`config.mk`:
```
export PLATFORM = sky130hd
export DESIGN_NAME = multi_edge_detector_flat
export DESIGN_NICKNAME = d
export VERILOG_FILES = /design/src/rtl/multi_edge_detector_if.sv /design/src/rtl/multi_edge_detector.sv /design/src/flat_wrapper.sv
export SDC_FILE = /design/constraint.sdc
export NUM_CORES = 1
export LEC_CHECK = 0
export CAP_MARGIN = 20
export CORE_AREA = 2 2 83 85
export DETAILED_ROUTE_END_ITERATION = 8
export DIE_AREA = 0 0 85 87
export PLACE_DENSITY_LB_ADDON = 0.3
export REMOVE_ABC_BUFFERS = 1
export SYNTH_ARGS = -nofsm -noshare
export SYNTH_HDL_FRONTEND = slang
export SYNTH_SLANG_ARGS = --single-unit
export TNS_END_PERCENT = 1
```
`constraint.sdc`:
```
create_clock -name clk -period 1.61 [get_ports clk]
set_clock_uncertainty 0.1 [all_clocks]
set_input_delay 0.322 -clock clk [delete_from_list [all_inputs] [get_ports clk]]
set_output_delay 0.322 -clock clk [all_outputs]
set_load 0.05 [all_outputs]
```
`src/rtl/multi_edge_detector_if.sv`:
```
// Signal bundle between raw status/button lines, the register fabric and multi_edge_detector.
// master = the side that drives raw inputs, mode and clear; slave = the detector itself.
interface multi_edge_detector_if #(
  parameter int N_CH  = 4,
  parameter int CNT_W = 8
);
  logic [N_CH-1:0]       signal_in;
  logic [2*N_CH-1:0]     mode;
  logic [N_CH-1:0]       clear;
  logic [N_CH-1:0]       level_out;
  logic [N_CH-1:0]       edge_out;
  logic [N_CH-1:0]       sticky_out;
  logic [N_CH*CNT_W-1:0] edge_count;
  logic                  irq;

  modport master (
    output signal_in, mode, clear,
    input  level_out, edge_out, sticky_out, edge_count, irq
  );

  modport slave (
    input  signal_in, mode, clear,
    output level_out, edge_out, sticky_out, edge_count, irq
  );
endinterface

```
`src/rtl/multi_edge_detector.sv`:
```
// Multi-channel synchronise + glitch-filter + edge detector with per-channel pulse,
// sticky flag, saturating event counter and a shared interrupt.
module multi_edge_detector #(
  parameter int N_CH        = 4,
  parameter int SYNC_STAGES = 2,
  parameter int FILTER_LEN  = 4,
  parameter int CNT_W       = 8
) (
  input  logic                  clk,
  input  logic                  rst,
  multi_edge_detector_if.slave  bus
);
  localparam int             FCW    = (FILTER_LEN > 1) ? $clog2(FILTER_LEN) : 1;
  localparam logic [FCW-1:0] F_LAST = FCW'(FILTER_LEN - 1);

  logic [N_CH-1:0]       level_v;
  logic [N_CH-1:0]       edge_v;
  logic [N_CH-1:0]       sticky_v;
  logic [N_CH*CNT_W-1:0] count_v;

  for (genvar i = 0; i < N_CH; i++) begin : g_ch
    logic [SYNC_STAGES-1:0] sync_r;
    logic                   sync_q;
    logic [FCW-1:0]         fcnt;
    logic                   filt;
    logic                   toggle;
    logic                   qual;
    logic                   edge_r;
    logic                   sticky_r;
    logic [CNT_W-1:0]       cnt;

    assign sync_q = sync_r[SYNC_STAGES-1];

    always_ff @(posedge clk or negedge rst) begin
      if (!rst) begin
        sync_r <= '0;
      end else begin
        sync_r <= {sync_r[SYNC_STAGES-2:0], bus.signal_in[i]};
      end
    end

    // filt flips on the FILTER_LEN-th consecutive mismatch; the edge type is the old filt value.
    always_comb begin
      toggle = (sync_q != filt) && (fcnt == F_LAST);
      qual   = toggle & (filt ? bus.mode[2*i+1] : bus.mode[2*i]);
    end

    always_ff @(posedge clk or negedge rst) begin
      if (!rst) begin
        fcnt <= '0;
        filt <= 1'b0;
      end else if (toggle) begin
        fcnt <= '0;
        filt <= ~filt;
      end else if (sync_q == filt) begin
        fcnt <= '0;
      end else begin
        fcnt <= fcnt + FCW'(1);
      end
    end

    // A qualified edge beats a simultaneous clear for both the flag and the counter.
    always_ff @(posedge clk or negedge rst) begin
      if (!rst) begin
        edge_r   <= 1'b0;
        sticky_r <= 1'b0;
        cnt      <= '0;
      end else begin
        edge_r <= qual;
        if (qual) begin
          sticky_r <= 1'b1;
        end else if (bus.clear[i]) begin
          sticky_r <= 1'b0;
        end
        if (bus.clear[i]) begin
          cnt <= CNT_W'(qual);
        end else if (qual && (cnt != '1)) begin
          cnt <= cnt + CNT_W'(1);
        end
      end
    end

    assign level_v[i]                 = filt;
    assign edge_v[i]                  = edge_r;
    assign sticky_v[i]                = sticky_r;
    assign count_v[i*CNT_W +: CNT_W]  = cnt;
  end

  assign bus.level_out  = level_v;
  assign bus.edge_out   = edge_v;
  assign bus.sticky_out = sticky_v;
  assign bus.edge_count = count_v;
  assign bus.irq        = |sticky_v;
endmodule

```
`src/flat_wrapper.sv`:
```
// flat-port wrapper written by rule: the top's interface ports become plain ports
module multi_edge_detector_flat 
#(
  parameter int N_CH        = 4,
  parameter int SYNC_STAGES = 2,
  parameter int FILTER_LEN  = 4,
  parameter int CNT_W       = 8
)
  (clk, rst, bus_signal_in, bus_mode, bus_clear, bus_level_out, bus_edge_out, bus_sticky_out, bus_edge_count, bus_irq);
  multi_edge_detector_if #(.N_CH(N_CH), .CNT_W(CNT_W)) bus_i ();
  input  logic clk;
  input  logic rst;
  input wire logic [$bits(bus_i.signal_in)-1:0] bus_signal_in;
  input wire logic [$bits(bus_i.mode)-1:0] bus_mode;
  input wire logic [$bits(bus_i.clear)-1:0] bus_clear;
  output wire logic [$bits(bus_i.level_out)-1:0] bus_level_out;
  output wire logic [$bits(bus_i.edge_out)-1:0] bus_edge_out;
  output wire logic [$bits(bus_i.sticky_out)-1:0] bus_sticky_out;
  output wire logic [$bits(bus_i.edge_count)-1:0] bus_edge_count;
  output wire logic [$bits(bus_i.irq)-1:0] bus_irq;
  assign bus_i.signal_in = bus_signal_in;
  assign bus_i.mode = bus_mode;
  assign bus_i.clear = bus_clear;
  assign bus_level_out = bus_i.level_out;
  assign bus_edge_out = bus_i.edge_out;
  assign bus_sticky_out = bus_i.sticky_out;
  assign bus_edge_count = bus_i.edge_count;
  assign bus_irq = bus_i.irq;
  multi_edge_detector #(.N_CH(N_CH), .SYNC_STAGES(SYNC_STAGES), .FILTER_LEN(FILTER_LEN), .CNT_W(CNT_W)) u_core (.clk(clk), .rst(rst), .bus(bus_i));
endmodule
```
==> results of run 1 <==
[metal layers]
layer  vias to the layer above  track usage, %
met5                         -               0
met4                         0            10.4
met2                        53            35.1
li1                       1265               -
met1                      1332            24.2
met3                        14            4.45
[worst max path at each step]
stage | end | cells past startpoint
floorplan | u_core.g_ch[2].cnt[4] | 4
global placement | u_core.g_ch[2].cnt[4] | 5
detailed placement | u_core.g_ch[2].cnt[4] | 5
CTS | bus_irq | 2
global route | bus_irq | 2
finish | bus_irq | 2
[stage by stage]
stage	TNS [ns]	utilization, %
CTS	-0.810	73.6
global route	-2.28	75.1
floorplan	-3.82	-
detailed placement	-7.42	68.5
finish	-0.700	75.1
global placement	-6.05	68.5
[cells in the final DEF (no fill, tap or decap), types with 4 or more instances in the layout]
| cell | Yosys | routed |
|---|---|---|
| a311oi_1 | 9 | 7 |
| nand4b_1 | 6 | 6 |
| clkbuf_8 | 0 | 10 |
| mux2_2 | 8 | 7 |
| and3_1 | 4 | 4 |
| nand3_1 | 8 | 8 |
| inv_1 | 11 | 9 |
| dfrtp_1 | 60 | 60 |
| buf_12 | 0 | 45 |
| nor2_1 | 15 | 15 |
| buf_4 | 12 | 68 |
| nand2b_1 | 8 | 8 |
| a21oi_2 | 0 | 4 |
| nand2_1 | 18 | 18 |
| a31oi_4 | 0 | 4 |
| a211oi_1 | 10 | 10 |
| nor3_1 | 9 | 9 |
| mux2i_1 | 4 | 4 |
| a31oi_1 | 7 | 4 |
| nor2b_1 | 14 | 14 |
| a21oi_1 | 20 | 16 |
| clkdlybuf4s50_1 | 0 | 16 |
[repair_timing]
action,in CTS,in global routing
resized for setup,19,19
endpoints found under the hold margin,60,0
endpoints found under the setup margin,25,30
pin swaps,12,6
buffers inserted,1,0
gates cloned,0,0
hold buffers,1,0
[flip-flops by register name, indices dropped and copies added, names as in the netlist]
signal	count
u_core.g_ch.cnt	32
u_core.g_ch.fcnt	8
u_core.g_ch.sync_r	8
u_core.g_ch.edge_r	4
u_core.g_ch.filt	4
u_core.g_ch.sticky_r	4
[cells in the mapped netlist, drive strengths merged (9+ instances only)]
library cell and instances:
dfrtp 60, a21oi 20, nand2 18, nor2 15
nor2b 14, buf 13, inv 12, a211oi 10
a311oi 9, nor3 9
[kinds of logic after synthesis]
group / share of synthesized area (%)
AO/OA/AOI/OAI: 14.2
multiplexers: 4.45
XOR/XNOR: 0.300
flip-flops: 51.4
buffers and inverters: 5.52
AND/OR/NAND/NOR: 20.7
adder cells (fa/ha/maj): 3.43
[final cells by class]
cell class	instances	area share, %
Clock buffer	10	2.79
Clock inverter	6	2.26
Inverter	12	1.01
Multi-Input combinational cell	186	28.6
Sequential cell	60	30.4
Tap cell	80	2.03
Timing Repair Buffer	134	32.9
[report_power, final]
| group | internal, uW | switching (uW) | total, uW |
|---|---|---|---|
| Clock | 1070 | 639 | 1710 |
| Sequential | 1670 | 130 | 1800 |
| Combinational | 792 | 725 | 1520 |
| Total | 3540 | 1490 | 5030 |
==> impl_metrics.csv, run 1 <==
group,metric,value,unit
run,cap_viol_max_count,0,
worst_setup_path,crit_start,"u_core.g_ch[0].sticky_r",
routing,dr.max_layer_used,"met4",
die,start_util,44.5,%
worst_setup_path,worst-path-max-fanout,2,
yosys,yosys_warnings,0,
worst_setup_path,r2r_slack,-0.11,ns
die,die_h,87,um
run_status,status,"complete, but fails checks",
worst_setup_path,crit_arrival,1.41,ns
die,fp.coreArea,6570,um^2
min_path,hp-start,"u_core.g_ch[1].sync_r[0]",
worst_setup_path,critPathKind,"reg -> out",
yosys,yosysTopAreaCell,"dfrtp_1",
yosys,synth_edf_count,0,
worst_setup_path,r2r_start,"u_core.g_ch[1].fcnt[0]",
yosys,synth_seq_cells,60,
yosys,synthTopCellsByArea,"dfrtp_1 (51%), a21oi_1 (3.4%), ha_1 (3.4%), buf_4 (3.1%), mux2_2 (3.1%)",
sta,hold_viol_final,0,
min_path,hold_path_depth,0,
die,placementRows,30,
worst_setup_path,critPathBufInv,1,
worst_setup_path,crit_required,1.19,ns
clocking,cts_made_buffers,9,
finish,nFillCells,434,
power,peakVddDrop,0.996,mV
finish,multi_input_area,1410,um^2
yosys,ys_types,41,
routing,drt-total-wl,7340,um
die,die_w,85,um
sta,fin_crit_sh,114,%
power,p_total,5030,uW
placement,dpl.hpwl,5130,um
clocking,cts_tree,"built",
placement,gp_congestion,0.848,
routing,ant_nets,0,
die,io-pin-count,63,
routing,met2_length,3810,um
worst_setup_path,critPathSlowestCell,"or4_4",
clocking,cts.clk_slew.worst_paths,0.07,ns
power,p_per_area,1020,nW/um^2
routing,met1_length,3150,um
finish,area_growth,68.8,%
finish,nNetsFinal,429,
finish,n_antenna_cell,0,
yosys,syn_inst,275,
finish,design_area,4930,um^2
clocking,clockBufferDepth,2,
worst_setup_path,critPathCaptureType,"output port",
yosys,synth-async-reset-ratio,100,%
die,die_area,7400,um^2
yosys,postSynthAreaPerCell,10.6,um^2
global_routing,overflow,0,
sta,worst_slack,-0.220,ns
min_path,min_to,"u_core.g_ch[1].sync_r[1]",
worst_setup_path,critical-path-max-stage-delay,0.53,ns
placement,postPlaceCellArea,4500,um^2
global_routing,grt_pass1_wl,11900,um
global_routing,gr-usage-all-layers,20.4,%
worst_setup_path,cp_cell_sequence,"or4_4, buf_6",
routing,avgRoutedWirePerCell,15.0,um
global_routing,antenna_found_initial,0,
worst_setup_path,r2r_cells,5,
min_path,min_path_type,"reg -> reg",
finish,seqCellArea,1500,um^2
worst_setup_path,reg2reg_to,"u_core.g_ch[1].cnt[4]",
routing,dr.pass1.iters,4,
routing,routed-wl-met3,249,um
placement,port_buffers,62,
sta,layout_min_cycle_time,1.83,ns
placement,place_ws,-0.439,ns
sta,holdWs,0.245,ns
placement,place_inst,470,
routing,drtIter0Drc,110,
finish,finalNonFillerCells,488,
routing,vias,2664,
clocking,root_buffer,"clkbuf_8",
finish,final_layout_size_suffix_gt1_share,41.4,%
sta,slew_headroom,76.5,%
sta,grt_setup_unrepaired,"yes",
clocking,cts_max_level,3,
sta,slew_violations,0,
yosys,syn_area,2920,um^2
global_routing,grt_pass1_vias,2690,
yosys,synth_ff_type,"dfrtp_1",
run_status,violations,"setup timing",
worst_setup_path,cp-start-kind,"flip-flop",
power,p_leak,0.00219,uW
routing,drc_errors,0,
sta,setup_viol,12,
clocking,clkSinkCount,60,
yosys,ys_seq_area_share,51.4,%
clocking,clk_latency,0.34,ns
routing,via_per_inst,5.46,
worst_setup_path,cpLargestDelayFamily,"simple AND/OR/NAND/NOR gates",
sta,worst_slew_pin_slew,0.348,ns
sta,timing.fmax,547,MHz
yosys,synth_top_area_share,51.4,%
global_routing,grt_max_degree,61,
Note: power is estimated with default switching activity, not from simulation.
==> inputs of run 2 (changes only) <==
Settings changed: CORE_AREA 2 2 83 85 to 3 3 84 86, DIE_AREA 0 0 85 87 to 0 0 87 89.
==> impl_metrics.csv, run 2 (same netlist as run 1, synthesis figures left out) <==
group,metric,value,unit
run_status,status,"complete, but fails checks",
run_status,violations,"setup timing",
routing,drc_errors,0,
finish,final_core_util,76.9,%
worst_setup_path,cp-start-kind,"flip-flop",
routing,drt-total-wl,7310,um
sta,fin_crit_sh,114,%
worst_setup_path,r2r_cells,5,
worst_setup_path,r2r_slack,-0.14,ns
placement,postPlaceCellArea,4490,um^2
placement,dpl.hpwl,5180,um
min_path,min_to,"u_core.g_ch[0].sync_r[1]",
power,p_leak,0.00216,uW
die,die_h,89,um
global_routing,grt.busiest_layer,"met2",
global_routing,use_met3,6.18,%
sta,slew_violations,0,
sta,worst_slew_pin_slew,0.369,ns
worst_setup_path,critPathCaptureType,"output port",
sta,worst_slack,-0.233,ns
finish,design_area,4880,um^2
global_routing,overflow,0,
clocking,clkSinkCount,60,
power,p_int,3150,uW
clocking,cts.clk_slew.worst_paths,0.07,ns
global_routing,grt_use_met1,24.5,%
finish,top_register,"u_core.g_ch.cnt",
routing,vias,2661,
routing,ant_nets,0,
die,io-pin-count,63,
sta,timing.fmax,543,MHz
min_path,hp-start,"u_core.g_ch[0].sync_r[0]",
sta,setup_viol,10,
clocking,clockBufferDepth,2,
sta,grt_setup_unrepaired,"yes",
sta,tns,-0.696,ns
power,power.net_switching,1480,uW
routing,via_per_inst,5.50,
power,clkPwrFrac,29.1,%
min_path,min_path_type,"reg -> reg",
die,fp.coreArea,6350,um^2
worst_setup_path,crit_arrival,1.42,ns
die,start_util,46.0,%
min_path,hold_path_depth,0,
power,power.share.sequential,38.4,%
power,p_per_area,949,nW/um^2
routing,dr.pass1.iters,4,
placement,place_ws,-0.401,ns
finish,final_common_cell,"buf_4",
clocking,root_buffer,"clkbuf_8",
sta,slew_headroom,75.3,%
die,placementRows,29,
global_routing,grt_pass1_vias,2661,
global_routing,antenna_found_initial,0,
finish,layout_common_cells,"buf_4 (67), dfrtp_1 (59), buf_12 (45)",
finish,nNetsFinal,428,
sta,layout_min_cycle_time,1.84,ns
die,die_area,7740,um^2
clocking,cts_tree,"built",
clocking,postCtsSetupBuffers,0,
clocking,cts_made_buffers,9,
finish,reg_top3,"u_core.g_ch.cnt (32), u_core.g_ch.fcnt (8), u_core.g_ch.sync_r (8)",
finish,area_growth,67.2,%
power,pwr-share-comb,32.5,%
worst_setup_path,critPathKind,"reg -> out",
finish,largest_register_ffs,32,
finish,final_layout_size_suffix_gt1_share,43.7,%
finish,n_antenna_cell,0,
routing,avgRoutedWirePerCell,15.1,um
power,swShare,31.9,%
run,cap_viol_max_count,0,
worst_setup_path,worst-path-max-fanout,2,
worst_setup_path,r2r_start,"u_core.g_ch[1].fcnt[0]",
power,peakVddDrop,0.800,mV
die,die_w,87,um
placement,port_buffers,62,
global_routing,grt_max_degree,61,
worst_setup_path,crit_required,1.19,ns
global_routing,grt_pass1_wl,12300,um
global_routing,grtUsageMet2,34.4,%
clocking,clk_latency,0.34,ns
sta,hold_viol_final,0,
worst_setup_path,reg2reg_to,"u_core.g_ch[1].cnt[4]",
placement,gp_congestion,0.814,
global_routing,gr-usage-all-layers,20.4,%
clocking,cts_max_level,3,
routing,drtIter0Drc,116,
-- run 2: how the worst max path moves through the flow --
| stage | endpoint | from | cells past startpoint |
|---|---|---|---|
| after global placement | u_core.g_ch[2].cnt[4] | bus_mode[4] | 5 |
| final | bus_irq | u_core.g_ch[1].sticky_r | 2 |
| after detailed placement | u_core.g_ch[2].cnt[4] | bus_mode[4] | 5 |
| after CTS | bus_irq | u_core.g_ch[1].sticky_r | 2 |
| after floorplan | u_core.g_ch[2].cnt[4] | u_core.g_ch[2].cnt[3] | 4 |
| after global routing | bus_irq | u_core.g_ch[1].sticky_r | 2 |
-- run 2: layer usage --
metal | wire, um | vias up
met2 | 3800 | 91
met4 | 153 | 0
li1 | - | 1261
met3 | 380 | 20
met1 | 2970 | 1289
met5 | 0 | -
-- run 2: area by class of cell --
type | count | area [um^2]
multi-input combinational | 186 | 1420
timing repair buffer | 133 | 1610
tap | 77 | 96.3
clock inverter | 7 | 76.3
sequential | 60 | 1500
clock buffer | 9 | 124
fill | 405 | 1470
inverter | 12 | 52.6
-- run 2: through the flow --
stage | total power (uW) | hold WS, ns | cells
finish | 4630 | 0.258 | 484
global route | 4860 | 0.258 | 484
CTS | 4660 | 0.257 | 484
detailed placement | 3260 | 0.236 | 467
global placement | 3200 | 0.233 | 467
floorplan | 2460 | -0.0736 | 258
-- run 2: critical path, cell delays in order, from the launching register on --
cell and delay (ns):
dfrtp_1 0.38, or4_4 0.53, buf_6 0.17
-- run 2: power by group through the flow --
stage,sequential (uW),clock (uW),combinational (uW)
3_5_place_dp,1800,0,1460
4_1_cts,1780,1390,1500
3_3_place_gp,1790,0,1420
2_1_floorplan,2100,0,361
6_report,1780,1350,1510
5_1_grt,1800,1460,1600
-- run 2: what timing repair did --
item                                    4_1_cts  5_1_grt
hold buffers                                  1        0
endpoints found under the hold margin        60        0
gates cloned                                  0        0
endpoints found under the setup margin       21       30
pin swaps                                    10        7
resized for setup                            18       26
==> inputs of run 3 (changes only) <==
--- a/config.mk
+++ b/config.mk
@@ -7,7 +7,7 @@
 export LEC_CHECK = 0
 export CAP_MARGIN = 20
-export CORE_AREA = 3 3 84 86
+export CORE_AREA = 3 3 77 94
 export DETAILED_ROUTE_END_ITERATION = 8
-export DIE_AREA = 0 0 87 89
+export DIE_AREA = 0 0 80 97
 export PLACE_DENSITY_LB_ADDON = 0.3
 export REMOVE_ABC_BUFFERS = 1
--- a/constraint.sdc
+++ b/constraint.sdc
@@ -3,3 +3,3 @@
 set_input_delay 0.322 -clock clk [delete_from_list [all_inputs] [get_ports clk]]
 set_output_delay 0.322 -clock clk [all_outputs]
-set_load 0.05 [all_outputs]
+set_load 0.1 [all_outputs]
==> impl_metrics.csv, run 3 (same netlist as run 1, synthesis figures left out) <==
group,metric,value,unit
sta,timing.fmax,538,MHz
worst_setup_path,reg2reg_to,"u_core.g_ch[3].cnt[5]",
finish,nNetsFinal,429,
finish,largest_register_ffs,32,
worst_setup_path,cp-start-kind,"flip-flop",
sta,layout_min_cycle_time,1.86,ns
global_routing,gr-usage-all-layers,20.5,%
global_routing,antenna_found_initial,0,
min_path,min_to,"u_core.g_ch[1].sync_r[1]",
sta,tns,-0.648,ns
worst_setup_path,crit_required,1.19,ns
finish,layout_common_cells,"buf_4 (68), dfrtp_1 (60), buf_12 (46)",
clocking,cts_made_buffers,9,
die,fp.coreArea,6410,um^2
sta,worst_slack,-0.250,ns
sta,grt_setup_unrepaired,"yes",
power,peakVddDrop,1.15,mV
die,die_w,80,um
sta,setup_viol,11,
placement,place_ws,-0.381,ns
run_status,status,"complete, but fails checks",
clocking,cts_tree,"built",
finish,top_register,"u_core.g_ch.cnt",
sta,hold_viol_final,0,
clocking,clkSinkCount,60,
min_path,min_path_type,"reg -> reg",
finish,area_growth,69.4,%
run_status,violations,"setup timing",
worst_setup_path,critPathCaptureType,"output port",
worst_setup_path,r2r_slack,-0.09,ns
global_routing,overflow,0,
die,placementRows,32,
min_path,hp-start,"u_core.g_ch[1].sync_r[0]",
worst_setup_path,critPathKind,"reg -> out",
finish,finalNonFillerCells,493,
finish,reg_top3,"u_core.g_ch.cnt (32), u_core.g_ch.fcnt (8), u_core.g_ch.sync_r (8)",
power,p_leak,0.00218,uW
worst_setup_path,r2r_start,"u_core.g_ch[3].fcnt[0]",
global_routing,grt_pass1_wl,12900,um
placement,dpl.hpwl,5170,um
placement,place_inst,475,
sta,slew_headroom,68.5,%
die,die_h,97,um
power,p_per_area,1050,nW/um^2
worst_setup_path,worst-path-max-fanout,2,
finish,n_antenna_cell,0,
clocking,cts.clk_slew.worst_paths,0.07,ns
routing,drc_errors,0,
routing,drt-total-wl,7450,um
placement,port_buffers,62,
run,cap_viol_max_count,0,
routing,ant_nets,0,
clocking,clk_latency,0.34,ns
die,io-pin-count,63,
die,start_util,45.6,%
placement,gp_congestion,0.829,
global_routing,grt_max_degree,61,
routing,dr.pass1.iters,4,
die,die_area,7760,um^2
finish,final_layout_size_suffix_gt1_share,43.4,%
sta,fin_crit_sh,116,%
min_path,hold_path_depth,0,
finish,final_common_cell,"buf_4",
routing,via_per_inst,5.38,
clocking,clockBufferDepth,2,
global_routing,grt_pass1_vias,2862,
routing,vias,2653,
routing,drtIter0Drc,98,
sta,worst_slew_pin_slew,0.466,ns
worst_setup_path,crit_arrival,1.44,ns
routing,avgRoutedWirePerCell,15.1,um
worst_setup_path,r2r_cells,5,
clocking,root_buffer,"clkbuf_8",
sta,slew_violations,0,
clocking,cts_max_level,3,
==> run 3: changes by cell type in the layout (fill, tap and decap cells not counted), moves of 2 or more <==
cell      change
nor4b_1       +2
clkinv_4      -2
nor4b_2       -2
ha_4          +3
a211oi_2      +2
ha_2          -3
a211oi_1      -2
==> run 3: routing by layer <==
metal  up-vias  track usage, %  share of wire [%]
li1       1269               -                  -
met1      1311            25.2                 40
met2        63            34.8                 55
met3        10            3.26                3.5
met4         0            9.23                1.6
met5         -               0                  0
==> run 3: worst max path at each step <==
stage	from	end	slack, ns	depth (start not counted)
final	u_core.g_ch[0].sticky_r	bus_irq	-0.25	2
after global routing	u_core.g_ch[3].sticky_r	bus_irq	-0.28	2
after CTS	u_core.g_ch[0].sticky_r	bus_irq	-0.26	2
after detailed placement	bus_mode[4]	u_core.g_ch[2].cnt[4]	-0.38	5
after global placement	bus_mode[4]	u_core.g_ch[2].cnt[4]	-0.36	5
after floorplan	u_core.g_ch[2].cnt[0]	u_core.g_ch[2].cnt[4]	-0.69	4
==> run 3: cell type report <==
cell class                      count  area (um^2)
Timing Repair Buffer              134         1630
Sequential cell                    60         1500
Fill cell                         412         1460
Multi-Input combinational cell    186         1430
Clock buffer                       10          138
Tap cell                           85          106
Clock inverter                      6         87.6
Inverter                           12         52.6
==> run 3: repair_timing <==
action / 4_1_cts / 5_1_grt
pin swaps: 11 / 6
hold endpoints to repair: 60 / 0
endpoints found under the setup margin: 22 / 32
gates resized for setup: 21 / 23
hold buffers: 1 / 0
buffers inserted: 1 / 0
cloned: 0 / 0
==> run 3: critical path: stages (launching register included) <==
cell and delay, ns:
dfrtp_1 0.38, or4_4 0.55, buf_12 0.18
==> run 3: metrics by stage <==
step / hold slack (ns) / utilization [%] / total power (uW) / instance area (um^2)
after floorplan: -0.0736 / - / 2810 / 2810
after global placement: 0.235 / 70.5 / 3580 / 4520
after detailed placement: 0.236 / 70.5 / 3630 / 4520
after CTS: 0.260 / 75.4 / 5180 / 4830
after global routing: 0.267 / 77.2 / 5470 / 4950
final: 0.257 / 77.2 / 5220 / 4950
==> run 3: power by group <==
part | switching [uW] | leakage (uW) | internal [uW]
logic | 1090 | 0.00127 | 796
clock network | 605 | 0.000105 | 910
registers | 137 | 0.000803 | 1670
total | 1840 | 0.00218 | 3380
